<file path="config.mk">
export PLATFORM = sky130hd
export DESIGN_NAME = uart_rx_fifo_param
export DESIGN_NICKNAME = d
export VERILOG_FILES = /design/src/rtl/uart_rx_fifo_param.sv
export SDC_FILE = /design/constraint.sdc
export NUM_CORES = 1
export LEC_CHECK = 0
export CAP_MARGIN = 10
export CORE_AREA = 2 2 143 145
export DETAILED_ROUTE_END_ITERATION = 16
export DIE_AREA = 0 0 145 147
export GPL_ROUTABILITY_DRIVEN = 0
export GPL_TIMING_DRIVEN = 0
export PLACE_DENSITY = 0.54
export SLEW_MARGIN = 20
export SYNTH_ARGS = -nofsm -noshare
export SYNTH_HDL_FRONTEND = slang
export SYNTH_SLANG_ARGS = --single-unit
export TNS_END_PERCENT = 30
</file>
<file path="constraint.sdc">
create_clock -name clk -period 3.9 [get_ports clk]
set_clock_uncertainty 0.15 [all_clocks]
set_input_delay 0.78 -clock clk [delete_from_list [all_inputs] [get_ports clk]]
set_output_delay 0.78 -clock clk [all_outputs]
set_load 0.01 [all_outputs]
</file>
<file path="src/rtl/uart_rx_fifo_param.sv">
`default_nettype none
// ============================================================================
//  Module   : uart_rx_fifo_param
//  Purpose  : Parametrised start/data/[parity]/stop serial receiver with
//             majority-vote bit sampling, error pulses and a show-ahead
//             receive FIFO drained through a valid/ready handshake.
//  Options  : define UART_RX_PARITY_EN to add one parity bit per frame and
//             enable parity_error (sense chosen by PARITY_ODD).
//  Revision : 1.0  initial release
// ============================================================================
module uart_rx_fifo_param #(
    parameter int DATA_BITS  = 8,
    parameter int OVERSAMPLE = 4,
    parameter int FIFO_DEPTH = 16,
    parameter int PARITY_ODD = 0
) (
    input  logic                        clk,
    input  logic                        reset,
    input  logic                        baud_tick,
    input  logic                        serial,
    output logic [DATA_BITS-1:0]        data,
    output logic                        data_valid,
    input  logic                        data_ready,
    output logic                        frame_error,
    output logic                        parity_error,
    output logic                        overflow,
    output logic [$clog2(FIFO_DEPTH):0] fill
);

    localparam int PW = $clog2(OVERSAMPLE);
    localparam int BW = $clog2(DATA_BITS);
    localparam int AW = $clog2(FIFO_DEPTH);

    localparam logic [PW-1:0] c_mid_m1 = PW'(OVERSAMPLE / 2 - 1);
    localparam logic [PW-1:0] c_mid    = PW'(OVERSAMPLE / 2);
    localparam logic [PW-1:0] c_mid_p1 = PW'(OVERSAMPLE / 2 + 1);
    localparam logic [PW-1:0] c_ph_max = PW'(OVERSAMPLE - 1);
    localparam logic [BW-1:0] c_last   = BW'(DATA_BITS - 1);

    // Elaboration-time sanity checks on the parameter set.
    if (DATA_BITS < 5 || DATA_BITS > 9) begin : g_chk_data_bits
        $error("uart_rx_fifo_param: DATA_BITS must be 5..9");
    end
    if ((OVERSAMPLE % 2) != 0 || OVERSAMPLE < 4) begin : g_chk_oversample
        $error("uart_rx_fifo_param: OVERSAMPLE must be even and >= 4");
    end
    if (FIFO_DEPTH < 2 || (FIFO_DEPTH & (FIFO_DEPTH - 1)) != 0) begin : g_chk_depth
        $error("uart_rx_fifo_param: FIFO_DEPTH must be a power of two >= 2");
    end
    if (PARITY_ODD != 0 && PARITY_ODD != 1) begin : g_chk_parity_odd
        $error("uart_rx_fifo_param: PARITY_ODD must be 0 or 1");
    end

    typedef enum logic [2:0] {
        ST_IDLE   = 3'd0,
        ST_START  = 3'd1,
        ST_DATA   = 3'd2,
`ifdef UART_RX_PARITY_EN
        ST_PARITY = 3'd3,
`endif
        ST_STOP   = 3'd4
    } state_t;

    // ------------------------------------------------------------------
    // Receiver state
    // ------------------------------------------------------------------
    logic                 sync1_q, sync2_q;
    state_t               state_q, state_d;
    logic [PW-1:0]        phase_q, phase_d;
    logic [BW-1:0]        bit_q, bit_d;
    logic [DATA_BITS-1:0] shreg_q, shreg_d;
    logic                 s0_q, s0_d;       // sample at MID-1
    logic                 s1_q, s1_d;       // sample at MID
    logic                 push_q, push_d;
    logic                 ferr_q, ferr_d;
`ifdef UART_RX_PARITY_EN
    localparam logic c_par_odd = (PARITY_ODD != 0);
    logic                 perr_q, perr_d;   // mismatch recorded for this frame
    logic                 pe_q, pe_d;
`endif

    logic w_vote;

    // Two-flop synchroniser; idles high so reset never looks like a start bit.
    always_ff @(posedge clk) begin
        if (reset) begin
            sync1_q <= 1'b1;
            sync2_q <= 1'b1;
        end else begin
            sync1_q <= serial;
            sync2_q <= sync1_q;
        end
    end

    // Majority of the two stored samples and the current one (used at MID+1).
    assign w_vote = (s0_q & s1_q) | (s0_q & sync2_q) | (s1_q & sync2_q);

    // FSM and datapath registers.
    always_ff @(posedge clk) begin
        if (reset) begin
            state_q <= ST_IDLE;
            phase_q <= '0;
            bit_q   <= '0;
            shreg_q <= '0;
            s0_q    <= 1'b1;
            s1_q    <= 1'b1;
            push_q  <= 1'b0;
            ferr_q  <= 1'b0;
`ifdef UART_RX_PARITY_EN
            perr_q  <= 1'b0;
            pe_q    <= 1'b0;
`endif
        end else begin
            state_q <= state_d;
            phase_q <= phase_d;
            bit_q   <= bit_d;
            shreg_q <= shreg_d;
            s0_q    <= s0_d;
            s1_q    <= s1_d;
            push_q  <= push_d;
            ferr_q  <= ferr_d;
`ifdef UART_RX_PARITY_EN
            perr_q  <= perr_d;
            pe_q    <= pe_d;
`endif
        end
    end

    // Next-state logic; everything advances only on baud_tick.
    always_comb begin
        state_d = state_q;
        phase_d = phase_q;
        bit_d   = bit_q;
        shreg_d = shreg_q;
        s0_d    = s0_q;
        s1_d    = s1_q;
        push_d  = 1'b0;
        ferr_d  = 1'b0;
`ifdef UART_RX_PARITY_EN
        perr_d  = perr_q;
        pe_d    = 1'b0;
`endif
        if (baud_tick) begin
            if (state_q == ST_IDLE) begin
                // The detecting tick is phase 0, so the next tick is phase 1.
                if (!sync2_q) begin
                    state_d = ST_START;
                    phase_d = PW'(1);
`ifdef UART_RX_PARITY_EN
                    perr_d  = 1'b0;
`endif
                end
            end else begin
                phase_d = (phase_q == c_ph_max) ? '0 : phase_q + PW'(1);
                if (phase_q == c_mid_m1) begin
                    s0_d = sync2_q;
                end
                if (phase_q == c_mid) begin
                    s1_d = sync2_q;
                end
                if (phase_q == c_mid_p1) begin
                    case (state_q)
                        ST_START: begin
                            if (w_vote) begin
                                state_d = ST_IDLE;
                            end else begin
                                state_d = ST_DATA;
                                bit_d   = '0;
                            end
                        end
                        ST_DATA: begin
                            shreg_d = {w_vote, shreg_q[DATA_BITS-1:1]};
                            if (bit_q == c_last) begin
`ifdef UART_RX_PARITY_EN
                                state_d = ST_PARITY;
`else
                                state_d = ST_STOP;
`endif
                            end else begin
                                bit_d = bit_q + BW'(1);
                            end
                        end
`ifdef UART_RX_PARITY_EN
                        ST_PARITY: begin
                            perr_d  = w_vote ^ (^shreg_q) ^ c_par_odd;
                            state_d = ST_STOP;
                        end
`endif
                        ST_STOP: begin
                            // Back to IDLE now so a start edge in the second
                            // half of the stop bit is caught.
                            state_d = ST_IDLE;
                            if (!w_vote) begin
                                ferr_d = 1'b1;
                            end
`ifdef UART_RX_PARITY_EN
                            else if (perr_q) begin
                                pe_d = 1'b1;
                            end
`endif
                            else begin
                                push_d = 1'b1;
                            end
                        end
                        default: state_d = ST_IDLE;
                    endcase
                end
            end
        end
    end

    assign frame_error = ferr_q;
`ifdef UART_RX_PARITY_EN
    assign parity_error = pe_q;
`else
    assign parity_error = 1'b0;
`endif

    // ------------------------------------------------------------------
    // Receive FIFO (show-ahead, pointers carry one wrap bit)
    // ------------------------------------------------------------------
    logic [DATA_BITS-1:0] mem_q [FIFO_DEPTH];
    logic [AW:0]          wptr_q, rptr_q;
    logic                 w_empty, w_full, w_pop, w_push;

    assign w_empty = (wptr_q == rptr_q);
    assign w_full  = (wptr_q[AW-1:0] == rptr_q[AW-1:0]) && (wptr_q[AW] != rptr_q[AW]);
    assign w_pop   = !w_empty && data_ready;
    // A full FIFO still accepts the byte when a pop frees a slot this cycle.
    assign w_push  = push_q && (!w_full || w_pop);

    // Storage array; contents are don't-care until written.
    always_ff @(posedge clk) begin
        if (w_push) begin
            mem_q[wptr_q[AW-1:0]] <= shreg_q;
        end
    end

    // Read/write pointers.
    always_ff @(posedge clk) begin
        if (reset) begin
            wptr_q <= '0;
            rptr_q <= '0;
        end else begin
            if (w_push) begin
                wptr_q <= wptr_q + (AW+1)'(1);
            end
            if (w_pop) begin
                rptr_q <= rptr_q + (AW+1)'(1);
            end
        end
    end

    assign data       = w_empty ? '0 : mem_q[rptr_q[AW-1:0]];
    assign data_valid = !w_empty;
    assign fill       = wptr_q - rptr_q;
    assign overflow   = push_q && w_full && !w_pop;

endmodule
`default_nettype wire

</file>
==> qor.txt <==
critical path cell sequence = inv_1 -> ha_1 -> and4_1 -> nand2_1 -> o21ai_0 -> a21oi_1 -> clkdlybuf4s50_1
WP buf/inv = 2
first-pass GRT wire length = 20800 um
post-synthesis mux area share = 0.150
crit-path leading delay family = buffers and inverters
WHS = 0.261 ns
RSZ-0062 raised after global routing = no
clock tree from TritonCTS = done
clk buf depth = 2
Worst EP required = 2.97 ns
top-count cell post-synth = edfxtp_1
Pre-antenna DRT Iters = 4
Syn. warnings = 0
top-area cell type share of the netlist area = 0.566
CTS Sinks = 164
Die X = 145 um
crit path kind = reg -> out
min-delay src = sync1_q$_SDFF_PP1_
1st-iter DRT viols = 242
overall routing resource usage = 0.133
mapped cell area = 6790 sq um
row count = 52
clock power share = 0.461
Die Height = 147 um
status = finished, final reports clean
count of cell types in the netlist = 51
worst-skew pair later-pin latency = 0.41 ns
grt ovf = 0
Setup TNS = 0 ns
CP max stage cell = clkdlybuf4s50_1
Max Transition Viols Final = 0
I/O pin count = 22
Post-Syn Nets = 438
switching power = 677 uW
Flop pwr share = 0.533
post-synth top area cell = edfxtp_1
P per Cell Area = 441 nW/um^2
Die Area = 21300 sq um
simple-gate portion of the synthesized area = 0.0608
crit path launch type = register
Primary FF master, synth = edfxtp_1
Cells after Synth = 418
vias in the first global route = 3667
Period Utilization, post-route = 0.938
crit path launch = wptr_q[0]$_SDFFE_PP0P_
HPWL Detailed = 9130 um
CP peak stage delay = 0.57 ns
global routing usage on met3 = 0.0342
drc violations = 0
top post-synthesis cells by count = edfxtp_1 (128), dfxtp_1 (36), nor2_1 (36), mux4_2 (24), mux2i_1 (18)
core box area = 19800 sq um
ys async rst share = 0
FMAX = 273 MHz
Final Hold Fails = 0
count of hold-fix buffers inserted at cts = 0
Internal = 2.81 mW
Final Power = 3.49 mW
largest net degree at the start of global routing = 19
Routed WL per cell = 18.3 um
Synth Area in Adders = 0.0302
Worst Hold Class = reg -> reg
Mean Syn Cell Area = 16.2 sq um
GR Layer Usage met2 = 0.215
compound-gate portion of the synthesized area = 0.0431
data arrival time of the worst path = 2.73 ns
Inserted Clock Buffers = 17
final net count = 476
sequential element share of the synthesized area = 0.672
MaxCap Viol Count = 0
antenna violations before repair = 0
Initial Util = 0.342
worst slew pin tran = 0.875 ns
Leakage = 2.76 nW
crit path time final = 3.66 ns
GR Layer Usage met1 = 0.177
IO Port Bufs = 19
routed wire length = 13500 um
GR peak layer = met2
H-tree depth = 4
Fillers = 1809
maximum vdd drop = 0.261 mV
Synth area leaders = edfxtp_1 (57%), dfxtp_1 (11%), mux4_2 (8.0%)
Comb power frac = 0.006
clock slew at reported path FFs = 0.06 ns
vias = 3587
Placement Setup Slack = 0.608 ns
max_slew headroom = 0.415
Avg Vias per Cell = 4.85
reg2reg start = wptr_q[0]$_SDFFE_PP0P_
Layout area overhead = 16.6%
Setup WS post-layout = 0.243 ns
largest family of logic cells by synthesized area = multiplexers
post-CTS resize count = 0
antenna-violating nets left = 0
Switching Fraction = 0.194
xor/xnor share of the synthesized area = 0.0153
final setup vio count = 0
Antenna Cells = 0
layout cells sized above 1 = 0.181
clk root buf = clkbuf_16
synthesis-stage register bit count = 164
Max FO, Critical Path = 10
EDFF count, synth = 128
Post-CTS Repair Setup Buffers = 0
CP Capture Type = output pin
## state kept, by name, indices dropped and copies added, names as in the netlist, named ones only
register     cells
s0_q             1
sync1_q          1
s1_q             1
wptr_q           5
sync2_q          1
bit_q            3
rptr_q           5
state_q          3
phase_q          2
frame_error      1
push_q           1
mem_q          128
shreg_q          8
## stage by stage
step / utilization / cells / instance area, sq um
final: 0.399 / 739 / 7920
after global routing: 0.399 / 739 / 7920
after CTS: 0.399 / 739 / 7920
after detailed placement: 0.370 / 707 / 7340
after global placement: 0.369 / 707 / 7320
after floorplan: - / 418 / 6790
## cells in the final DEF (no fill, tap or decap), types with 4 or more instances in the layout
cell / n
mux4_2: 24
inv_1: 15
clkdlybuf4s50_1: 19
ha_1: 14
o21ai_0: 6
nand3_1: 7
nor2_1: 36
mux4_1: 8
xnor2_1: 6
dfxtp_1: 36
nor3_2: 4
o311ai_0: 4
inv_6: 5
buf_2: 7
edfxtp_1: 128
xor2_1: 4
a21oi_1: 17
clkbuf_16: 17
clkbuf_1: 5
mux2_2: 8
o21ai_1: 9
nand2_1: 13
mux2i_1: 18
## logic make-up after synthesis
logic type | count (synthesis)
XOR/XNOR | 11
multiplexers | 58
other | 1
flip-flops | 164
adder cells (fa/ha/maj) | 16
buffers and inverters | 36
AND/OR/NAND/NOR | 85
AO/OA/AOI/OAI | 47
## layer usage
layer,wire (um),up-vias
li1,-,1690
met1,6150,1821
met2,6660,74
met3,601,2
met4,82,0
met5,0,-
## worst paths after layout
path                           endpoint  depth (start not counted)  slack [ns]
setup / recovery                data[7]                          7        0.24
hold / removal       sync2_q$_SDFF_PP1_                          1        0.26
setup reg to reg  mem_q[9][3]$_DFFE_PP_                          6        1.04
hold reg to reg      sync2_q$_SDFF_PP1_                          1        0.26
## power by group through the flow
stage	combinational [mW]	clock, mW	sequential (mW)
2_1_floorplan	0.0123	0	1.90
3_3_place_gp	0.0204	0	1.90
3_5_place_dp	0.0210	0	1.90
4_1_cts	0.0210	1.65	1.86
5_1_grt	0.0235	1.72	1.86
6_report	0.0206	1.61	1.86
## cell type report
class / count / area, sq um / share of cell area
plain buffers: 21 / 131 / 0.0166
inverters: 15 / 56.3 / 0.00711
repair buffers: 19 / 190 / 0.0240
clock inverters: 15 / 151 / 0.0191
flip-flops and latches: 164 / 4560 / 0.577
well taps: 270 / 338 / 0.0427
multi-input cells: 218 / 2060 / 0.260
clock buffers: 17 / 425 / 0.0537
(Power assumes the default switching activity.)
==> edit 1: new RTL, same settings <==
Register the input `baud_tick` before use. The logic sees it one clock later. The other inputs are not delayed to match.
--- a/src/rtl/uart_rx_fifo_param.sv
+++ b/src/rtl/uart_rx_fifo_param.sv
@@ -39,2 +39,8 @@
 
+    logic baud_tick_q;
+
+    always_ff @(posedge clk) begin
+        baud_tick_q <= baud_tick;
+    end
+
     // Elaboration-time sanity checks on the parameter set.
@@ -142,3 +148,3 @@
 `endif
-        if (baud_tick) begin
+        if (baud_tick_q) begin
             if (state_q == ST_IDLE) begin
Function: no difference found for any inputs over 10 cycles, from zero or initial values and one cycle with reset high; that may be too few to reach the edited logic, so the function may still have changed.
==> edit 1 against the unedited design <==
Worst setup slack lost 0.044 ns. Routed wire length rose by 4.3%. Register-to-register slack worse by 0.02 ns. Area after synthesis increased by 0.64%. Global-route usage up 0.65 points. Count of clock-buffer cells in the layout up 2. Critical path depth stayed put. Total power fell by 1.7%. Sequential cell count increased by 1. Final area up 0.14%.
==> edit 1: results (changes against the unedited design) <==
| Metric | Value |
|---|---|
| Result of the run | `completed` |
| Cell area reported after detailed placement | `7380 µm² (+0.60%)` |
| Syn Inst Count | `419 (+0.24%)` |
| Via count of the first global-routing pass | `3,730 (+1.7%)` |
| Net count after synthesis | `439 (+0.23%)` |
| Overall routing resource usage | `13.9% (+0.65 points)` |
| Share of cells above drive strength 1 | `16.6% (-1.5 points)` |
| XOR/XNOR share of the synthesized area | `1.52% (-0.0098 points)` |
| Delay-heaviest family, CP | `buffers and inverters` |
| Complex-gate fraction of the synthesized area | `4.28% (-0.028 points)` |
| Sum of routed wire length over all layers | `14,100 µm (+4.3%)` |
| Skew-Pair Late Insertion Delay | `0.43 ns (+0.02 ns)` |
| Worst vdd ir | `0.285 mV (+9.1%)` |
| Worst slew margin relative to its limit | `42.2% (+0.71 points)` |
| Post-synthesis share of cell area spent on full adders, half adders and majority gates | `3.00% (-0.019 points)` |
| Number of vias after detailed routing | `3,647 (+1.7%)` |
| Drt initial violations | `206 (-15%)` |
| HPWL after detailed placement | `9160 µm (+0.37%)` |
| Met3 Track Usage GR | `3.26% (-0.16 points)` |
| Worst slack after detailed placement | `0.584 ns (-0.0248 ns)` |
| Number of library cell types mapped by synthesis | `50 (-2.0%)` |
| Met2 usage in global routing | `21.2% (-0.24 points)` |
| Register area share after synthesis | `67.1% (-0.14 points)` |
| Flop pwr share | `54.6% (+1.3 points)` |
| Met3 layer wire length in the routed design | `427 µm (-29%)` |
| Mux cell area share after synthesis | `15.2% (+0.18 points)` |
| Total placed cells including tap cells | `708 (+0.14%)` |
| Endpoint arrival time on the critical path | `2.77 ns (+0.04 ns)` |
| Highest cell delay on the worst timing path | `0.48 ns (-0.09 ns)` |
| Number of vias per cell after detailed routing | `4.93 (+1.5%)` |
| Post-Route M1 WL | `6980 µm (+13%)` |
| Total power draw | `3.43 mW (-1.7%)` |
| Biggest area contributors in the synthesized netlist | `sky130_fd_sc_hd__edfxtp_1 (56%), sky130_fd_sc_hd__dfxtp_1 (11%), sky130_fd_sc_hd__mux4_2 (6.3%)` |
| Number of detailed-route iterations in the first pass | `5 (+1)` |
| GR Layer Usage met1 | `19.6% (+1.9 points)` |
| First-pass GRT wire length | `21,800 µm (+4.9%)` |
| Leading post-synthesis cells by instance count | `sky130_fd_sc_hd__edfxtp_1 (128), sky130_fd_sc_hd__dfxtp_1 (37), sky130_fd_sc_hd__nor2_1 (36)` |
| Routed wire length on met2 | `6470 µm (-2.9%)` |
| Leakage dissipation | `2.59 nW (-6.2%)` |
-- edit 1: cell types whose count changed after synthesis, sizes merged --
cell,before,now
dfxtp,36,37
-- edit 1: final cells by class --
type                            instances  area (µm²)
Buffer                                 21         139
Clock buffer                           19         433
Clock inverter                         13         106
Fill cell                            1834       11900
Inverter                               15        56.3
Multi-Input combinational cell        218        2080
Sequential cell                       165        4580
Tap cell                              270         338
Timing Repair Buffer                   19         190
-- edit 1: logic make-up (layout without fill, tap and decap cells) --
family,Yosys count,after routing
buffers and inverters,36,87
multiplexers,58,58
AND/OR/NAND/NOR,85,85
flip-flops,165,165
XOR/XNOR,11,11
adder cells (fa/ha/maj),16,16
other,1,1
AO/OA/AOI/OAI,47,47
-- edit 1: path summary, 6_finish.rpt --
| path | startpoint | end | slack (ns) |
|---|---|---|---|
| setup / recovery | flop | data[5] | 0.20 |
| hold / removal | sync1_q | sync2_q | 0.27 |
| setup reg to reg | wptr_q[0] | mem_q[6][7] | 1.02 |
| hold reg to reg | sync1_q | sync2_q | 0.27 |
==> edit 2: new RTL, same flow settings <==
Without the edit above. `OVERSAMPLE`: 4 -> 8.
--- a/src/rtl/uart_rx_fifo_param.sv
+++ b/src/rtl/uart_rx_fifo_param.sv
@@ -12,3 +12,3 @@
     parameter int DATA_BITS  = 8,
-    parameter int OVERSAMPLE = 4,
+    parameter int OVERSAMPLE = 8,
     parameter int FIFO_DEPTH = 16,
Formal check against the unedited RTL: same outputs for any inputs over 10 cycles, from zero or initial values and one cycle with reset high; that may be too few to reach the edited logic, so the function may still have changed.
==> edit 2 against the unedited design <==
Clock power rose by 8%. Non-clock buffer count up 2. Sequential cell count rose by 1. Worst setup slack worse by 0.040 ns. Total power increased by 4.0%. Fmax shrank 1.1%. Global-route usage rose by 0.65 points. Area after synthesis rose by 1.6%. Via count grew 2.2%. Routed wire length grew 3.2%. Die area unchanged. Final area grew 1.9%. Count of clock-buffer cells in the layout increased by 5.
==> edit 2: results (changes against the unedited design) <==
| Metric | Value |
|---|---|
| Fillers | `1,811 (+0.11%)` |
| Post-synthesis share of cell area spent on full adders, half adders and majority gates | `3.34% (+0.31 points)` |
| First-pass GRT wire length | `22,000 µm (+5.7%)` |
| Number of vias after detailed routing | `3,665 (+2.2%)` |
| Endpoint arrival time on the critical path | `2.77 ns (+0.04 ns)` |
| Transition time of the tightest slew-check pin | `1.07 ns (+0.197 ns)` |
| Register area share after synthesis | `66.4% (-0.77 points)` |
| Cell area reported after detailed placement | `7450 µm² (+1.5%)` |
| XOR/XNOR share of the synthesized area | `1.50% (-0.024 points)` |
| Leading post-synthesis cells by instance count | `sky130_fd_sc_hd__edfxtp_1 (128), sky130_fd_sc_hd__nor2_1 (38), sky130_fd_sc_hd__dfxtp_1 (37)` |
| Count of synthesis-stage warnings from yosys | `0 (unchanged)` |
| Total placed cells including tap cells | `711 (+0.57%)` |
| Drt initial violations | `231 (-4.5%)` |
| Sum of routed wire length over all layers | `13,900 µm (+3.2%)` |
| Commonest register cell after synthesis | `sky130_fd_sc_hd__edfxtp_1` |
| Worst slack after detailed placement | `0.509 ns (-0.0995 ns)` |
| Final non-filler cell total | `743 (+0.54%)` |
| Result of the run | `completed` |
| Number of library cell types mapped by synthesis | `56 (+9.8%)` |
| Mean instance size in the synthesized netlist | `16.4 µm² (+0.64%)` |
| Maximum fanout along the worst path | `19 (+9)` |
| Highest cell delay on the worst timing path | `0.60 ns (+0.03 ns)` |
| HPWL after detailed placement | `9080 µm (-0.49%)` |
| Worst vdd ir | `0.287 mV (+10%)` |
| Count of cells along the worst register-to-register path | `7 (+1)` |
| Crit path max-delay cell type | `sky130_fd_sc_hd__mux4_1` |
| Leakage dissipation | `2.98 nW (+7.6%)` |
| Net count after synthesis | `444 (+1.4%)` |
| Share of cells above drive strength 1 | `16.3% (-1.8 points)` |
| Final-stage net count | `482 (+1.3%)` |
| Complex-gate fraction of the synthesized area | `5.26% (+0.95 points)` |
edit 2: cell types whose count changed after synthesis, sizes merged, moves of 3 or more:
cell	unedited run	this run
a211oi	0	16
a21oi	17	5
nor2b	0	10
o21ai	15	5
mux2	8	1
nand2	13	6
nand2b	2	8
nand3	7	2
inv	15	19
nor3b	3	0
o311ai	5	2
edit 2: routing by layer:
metal | track usage (%) | wire length, µm | part of all wire, %
met1 | 18.6 | 6400 | 46
met3 | 3.32 | 537 | 3.9
met5 | 0 | 0 | 0
met2 | 22.7 | 6860 | 49
met4 | 4.55 | 132 | 0.95
edit 2: kinds of logic (layout without fill, tap and decap cells):
family,count (synthesis),after routing
AO/OA/AOI/OAI,47,47
XOR/XNOR,11,11
adder cells (fa/ha/maj),18,18
buffers and inverters,42,93
flip-flops,165,165
multiplexers,52,52
other,1,1
AND/OR/NAND/NOR,86,86
edit 2: final timing paths:
kind,endpoint,from,slack (ns)
max,data[4],flop,0.20
min,sync2_q,sync1_q,0.26
max reg2reg,mem_q[12][1],wptr_q[0],0.84
min reg2reg,sync2_q,sync1_q,0.26
edit 2: layout make-up:
type / instances / area (µm²) / share of cell area (%)
repair buffers: 20 / 198 / 2.45
inverters: 19 / 71.3 / 0.884
clock buffers: 22 / 464 / 5.75
flip-flops and latches: 165 / 4580 / 56.8
well taps: 270 / 338 / 4.19
plain buffers: 22 / 136 / 1.69
clock inverters: 10 / 155 / 1.92
multi-input cells: 215 / 2120 / 26.3
edit 2: where the power goes:
part	total [mW]	switching, mW	internal [mW]
Combinational	0.0224	0.0138	0.00865
Sequential	1.87	0.00203	1.87
Clock	1.74	0.633	1.10
Total	3.63	0.649	2.98
